--- src/rtl/bht_mt_2bit.sv ---
// Multithreaded branch history table of 2-bit saturating counters with a
// one-entry-per-cycle flush walker. Define BHT_BYPASS_EN to forward stage-2 updates to lookups.
module bht_mt_2bit #(
  parameter int unsigned VLEN       = 64,
  parameter int unsigned NR_ENTRIES = 64,
  parameter int unsigned NR_THREADS = 2,
  parameter int unsigned TID_W      = (NR_THREADS > 1) ? $clog2(NR_THREADS) : 1
) (
  input  logic             clk_i,
  input  logic             rst_i,
  input  logic             flush_bht_i,
  input  logic             lookup_valid_i,
  input  logic [VLEN-1:0]  lookup_pc_i,
  input  logic [TID_W-1:0] lookup_thread_i,
  output logic             pred_valid_o,
  output logic             pred_taken_o,
  input  logic             resolve_valid_i,
  input  logic             resolve_is_branch_i,
  input  logic             resolve_taken_i,
  input  logic [VLEN-1:0]  resolve_pc_i,
  input  logic [TID_W-1:0] resolve_thread_i,
  output logic             busy_o
);

  localparam int unsigned IDX_W = $clog2(NR_ENTRIES);
  localparam int unsigned TOTAL = NR_ENTRIES * NR_THREADS;
  localparam int unsigned AW    = $clog2(TOTAL);
  localparam logic [AW-1:0] LAST_IDX = AW'(TOTAL - 1);

  typedef enum logic {IDLE, FLUSH} state_e;

  state_e        state_q, state_d;
  logic [AW-1:0] walk_q, walk_d;
  logic [1:0]    cnt_q [TOTAL];

  logic [AW-1:0] lk_idx, rs_idx;
  logic          idle, lk_accept, rs_accept;

  logic          upd_valid_q, upd_valid_d;
  logic [AW-1:0] upd_idx_q;
  logic          upd_taken_q;
  logic [1:0]    upd_cur, upd_new;

  logic          wr_en;
  logic [AW-1:0] wr_idx;
  logic [1:0]    wr_data;

  logic [1:0]    lk_cnt;
  logic          pred_valid_q, pred_taken_q;
  logic          unused_bits;

  // Bit 0 of the PC is ignored because branches may sit on compressed 16-bit boundaries.
  generate
    if (NR_THREADS > 1) begin : g_mt_idx
      assign lk_idx = {lookup_thread_i, lookup_pc_i[IDX_W:1]};
      assign rs_idx = {resolve_thread_i, resolve_pc_i[IDX_W:1]};
    end else begin : g_st_idx
      assign lk_idx = lookup_pc_i[IDX_W:1];
      assign rs_idx = resolve_pc_i[IDX_W:1];
    end
  endgenerate

  assign unused_bits = ^{lookup_pc_i[VLEN-1:IDX_W+1], lookup_pc_i[0],
                         resolve_pc_i[VLEN-1:IDX_W+1], resolve_pc_i[0],
                         lookup_thread_i, resolve_thread_i};

  assign idle        = (state_q == IDLE);
  assign lk_accept   = lookup_valid_i && idle && !flush_bht_i;
  assign rs_accept   = resolve_valid_i && resolve_is_branch_i && idle && !flush_bht_i;
  assign upd_valid_d = rs_accept;

  // Stage 2 reads the array after the previous write, so same-index updates chain cleanly.
  assign upd_cur = cnt_q[upd_idx_q];
  always_comb begin
    upd_new = upd_cur;
    if (upd_taken_q) begin
      if (upd_cur != 2'd3) upd_new = upd_cur + 2'd1;
    end else begin
      if (upd_cur != 2'd0) upd_new = upd_cur - 2'd1;
    end
  end

  always_comb begin
    state_d = state_q;
    walk_d  = walk_q;
    wr_en   = 1'b0;
    wr_idx  = upd_idx_q;
    wr_data = upd_new;
    case (state_q)
      IDLE: begin
        if (flush_bht_i) begin
          state_d = FLUSH;
          walk_d  = '0;
        end else if (upd_valid_q) begin
          wr_en = 1'b1;
        end
      end
      FLUSH: begin
        wr_en   = 1'b1;
        wr_idx  = walk_q;
        wr_data = 2'b01;
        if (flush_bht_i) begin
          walk_d = '0;
        end else if (walk_q == LAST_IDX) begin
          state_d = IDLE;
          walk_d  = '0;
        end else begin
          walk_d = walk_q + 1'b1;
        end
      end
      default: begin
        state_d = IDLE;
        walk_d  = '0;
      end
    endcase
  end

`ifdef BHT_BYPASS_EN
  assign lk_cnt = (upd_valid_q && (upd_idx_q == lk_idx)) ? upd_new : cnt_q[lk_idx];
`else
  assign lk_cnt = cnt_q[lk_idx];
`endif

  always_ff @(posedge clk_i or posedge rst_i) begin
    if (rst_i) begin
      for (int i = 0; i < TOTAL; i++) cnt_q[i] <= 2'b01;
    end else if (wr_en) begin
      cnt_q[wr_idx] <= wr_data;
    end
  end

  always_ff @(posedge clk_i or posedge rst_i) begin
    if (rst_i) begin
      state_q      <= IDLE;
      walk_q       <= '0;
      upd_valid_q  <= 1'b0;
      upd_idx_q    <= '0;
      upd_taken_q  <= 1'b0;
      pred_valid_q <= 1'b0;
      pred_taken_q <= 1'b0;
    end else begin
      state_q      <= state_d;
      walk_q       <= walk_d;
      upd_valid_q  <= upd_valid_d;
      pred_valid_q <= lk_accept;
      if (rs_accept) begin
        upd_idx_q   <= rs_idx;
        upd_taken_q <= resolve_taken_i;
      end
      if (lk_accept) pred_taken_q <= lk_cnt[1];
    end
  end

  assign pred_valid_o = pred_valid_q;
  assign pred_taken_o = pred_taken_q;
  assign busy_o       = (state_q == FLUSH);

endmodule

--- config.mk ---
export PLATFORM = sky130hd
export DESIGN_NAME = bht_mt_2bit
export DESIGN_NICKNAME = d
export VERILOG_FILES = /design/src/rtl/bht_mt_2bit.sv
export SDC_FILE = /design/constraint.sdc
export NUM_CORES = 1
export LEC_CHECK = 0
export CELL_PAD_IN_SITES_DETAIL_PLACEMENT = 0
export CELL_PAD_IN_SITES_GLOBAL_PLACEMENT = 1
export CORE_MARGIN = 8
export CORE_UTILIZATION = 25
export CTS_CLUSTER_DIAMETER = 200
export DETAILED_ROUTE_END_ITERATION = 12
export GPL_ROUTABILITY_DRIVEN = 0
export GPL_TIMING_DRIVEN = 0
export PLACE_DENSITY_LB_ADDON = 0.1
export RECOVER_POWER = 25
export SYNTH_ARGS = -nofsm -noshare
export SYNTH_HDL_FRONTEND = slang
export SYNTH_SLANG_ARGS = --single-unit
--- constraint.sdc ---
create_clock -name clk_i -period 11.6 [get_ports clk_i]
set_clock_uncertainty 0.1 [all_clocks]
set_input_delay 2.32 -clock clk_i [delete_from_list [all_inputs] [get_ports clk_i]]
set_output_delay 2.32 -clock clk_i [all_outputs]
set_load 0.02 [all_outputs]
==> results.cfg <==
[setup_path]
r2r_cells = 10
cp_cell_sequence = dlygate4sd3_1 -> nand3b_1 -> o21a_1 -> nor2_1 -> clkbuf_1 -> nand2_1 -> o41ai_1
reg2reg_from = upd_idx_q[0]
crit_family = buffers and inverters
cp_slowest_stage_delay_ns = 1.20
ff2ff_setup_slack_ns = 6.44
cp.required_ns = 11.95
worstReg2RegEnd = cnt_q[253]
start_kind = primary input
crit_type = primary input to flop
end_kind = flop
crit_buf_inv = 2
cp_slowest_cell = clkbuf_1
worstPathArrival_ns = 6.27
path_max_fanout = 10

[cells_and_area]
areaGrowthSynthToFinish_pct = 16.8
nNetsFinal = 1751
finalNonFillerCells = 2479
post-route-util = 0.296
antenna-diode-count = 0
register_area_mm2 = 0.00704
multi_input_area_mm2 = 0.00775
drive_above_1_share = 0.243
fillerInstances = 6424

[clock_network]
ctsHtreeMaxLevel = 2
clock_latency_ns = 0.58
cts_setup_buffers = 0
cts_hold_repair.buffers = 0
cts.sinks = 275
cts_resized = 0
clock_path_buffers = 3
cts_root_buffer = clkbuf_16
clk_pin_slew_ns = 0.06
cts_buffers = 37
cts_tree = done

[hold_path]
min_path_type = flop to flop
min_to = cnt_q[125]
whs_path_depth = 2
min_from = cnt_q[125]

[outcome]
status = complete, but fails checks
violations = max-capacitance violations, max-slew violations

[power]
pwr-share-clk = 0.477
power_switching_mw = 0.702
sw_frac_of_total = 0.286
p_comb_frac = 0.114
power_density_mw_per_mm2 = 134
irDropWorstVdd_mv = 0.0826
intPower_mw = 1.76
power_frac_seq = 0.409
p_leak_nw = 6.49

[floorplan]
rows = 91
die_h_um = 266
dieArea_mm2 = 0.0709
dieWidth_um = 266
start_util = 0.253
coreArea_mm2 = 0.0618
ios = 140

[synthesis]
synthTopCellsByCount = nand2_1 (246), nor2_1 (194), dfrtp_1 (147), dfstp_2 (128), a31oi_1 (120)
synthCells = 1546
ys_dominant_reg_cell = dfrtp_1
synth-edff-count = 0
yosysUniqueCellTypes = 55
ys_ff_latch = 275
synthMostInstantiatedCell = nand2_1
ys_seq_area_frac = 0.450
syn-num-nets = 1684
synth_area_leader_cell = dfrtp_1
synth.top_cell.area_share = 0.235
syn-cell-area_mm2 = 0.0157
avgSynthCellArea_um2 = 10.1
async_flop_share = 1.00
synthTopCellsByArea = dfrtp_1 (23%), dfstp_2 (21%), mux4_2 (15%)
yosysWarnings = 0

[sta]
min_period_ns = 5.92
setup_slack_ns = 5.68
grt_setup_unrepaired = false
post-route-period-util = 0.510
slew_headroom = -2.16
slew_violations = 103
hold_violations = 0
tightest_slew_ns = 4.71
fmax_mhz = 169
finalSetupViolCount = 0

[grt]
grtUsageTotal = 0.224
antenna_found_initial = 2
first_global_vias = 13800
top_usage_layer = met2
grt_max_degree = 113
use_met1 = 0.316
grt_pass1_wl_um = 113000
overflow = 0
use_met2 = 0.332
met3_usage = 0.0478

[routing]
drcViolationCount = 0
routed_wl_um = 80200
num_vias = 14200
drt-pass1-iter-count = 7
post_drt_via_cell_ratio = 5.74
first_iter_violations = 1517
drtAntennaViolNets = 0
routedWlPerCell_um = 32.4

[place]
port_buffers = 20
pre_cts_slack_ns = 5.42
placedCellCount = 2411
dp_hpwl_um = 54600

[run]
drv_cap = 2
==> power by group through the flow <==
| stage | clock, mW | sequential, mW | combinational, mW |
|---|---|---|---|
| after floorplan | 0 | 1.01 | 0.144 |
| after global placement | 0 | 1.02 | 0.272 |
| after detailed placement | 0 | 1.02 | 0.276 |
| after CTS | 1.20 | 1.00 | 0.277 |
| after global routing | 1.23 | 1.01 | 0.292 |
| final | 1.17 | 1.01 | 0.280 |
==> cells in the final DEF (no fill, tap or decap), types with 19 or more instances in the layout <==
cell type  count
a31oi_1      119
o21ai_0       19
mux4_2       103
buf_2         52
a21oi_1      103
nand2_1      246
clkbuf_16     39
nor2_1       193
mux2i_1       21
inv_1         33
nor3_1        34
dfrtp_1      147
clkbuf_1      81
dfstp_2      128
o41ai_1       94
o32ai_1       28
==> how the worst max path moves through the flow <==
stage                        start           end  slack (ns)  cells past startpoint
floorplan                    rst_i        busy_o        1.81                      1
global placement             rst_i    cnt_q[109]       -3.34                      2
CTS                 lookup_pc_i[2]  pred_taken_o        6.03                      7
detailed placement  lookup_pc_i[2]  pred_taken_o        5.42                      7
finish                 flush_bht_i    cnt_q[253]        5.68                      7
global route                 rst_i    cnt_q[165]        5.14                      2
==> registers in the layout, summed over array words and instances, names as in the netlist <==
| register | count |
|---|---|
| cnt_q | 256 |
| upd_idx_q | 7 |
| walk_q | 7 |
| busy_o | 1 |
| pred_taken_o | 1 |
| pred_valid_o | 1 |
| upd_taken_q | 1 |
| upd_valid_q | 1 |
==> worst register-to-register path: stages, from the launching register on <==
cell      delay [ns]
dfrtp_1         0.33
buf_4           0.28
buf_6           0.30
buf_6           0.34
buf_4           0.35
nand3b_1        0.22
o21a_1          0.29
nor2_1          1.00
clkbuf_1        1.20
nand2_1         0.30
o41ai_1         0.34
==> area by class of cell <==
| class | instances | share of cell area |
|---|---|---|
| well taps | 837 | 0.0572 |
| clock buffers | 59 | 0.0618 |
| flip-flops and latches | 275 | 0.385 |
| multi-input cells | 1085 | 0.424 |
| plain buffers | 152 | 0.0416 |
| repair buffers | 28 | 0.0194 |
| clock inverters | 9 | 0.00424 |
| inverters | 34 | 0.00704 |
==> kinds of logic (layout without fill, tap and decap cells) <==
logic type                 Yosys count  count (layout)  synth area share
AOI/OAI and AO/OA                  429             429             0.189
xor gates and xnor gates             2               2           0.00112
adders and majority gates            1               1          0.000799
buffers and inverters              186             282            0.0562
DFF                                275             275             0.450
muxes                              134             134             0.169
and+or+nand+nor                    519             519             0.135
==> layer usage <==
metal	wire [µm]	up-vias
met5	0	-
met4	3100	0
met3	5420	132
met2	34800	585
met1	36900	7533
li1	-	5984
==> per-stage QoR <==
step	total power, mW	hold WS (ns)	instance area, µm²	TNS, ns
floorplan	1.16	0.354	15700	0
global placement	1.29	0.374	16900	-484.78
detailed placement	1.30	0.383	17100	0
CTS	2.48	0.395	18300	0
global route	2.53	0.412	18300	0
finish	2.46	0.395	18300	0
Power figures use the tool's default switching activity.
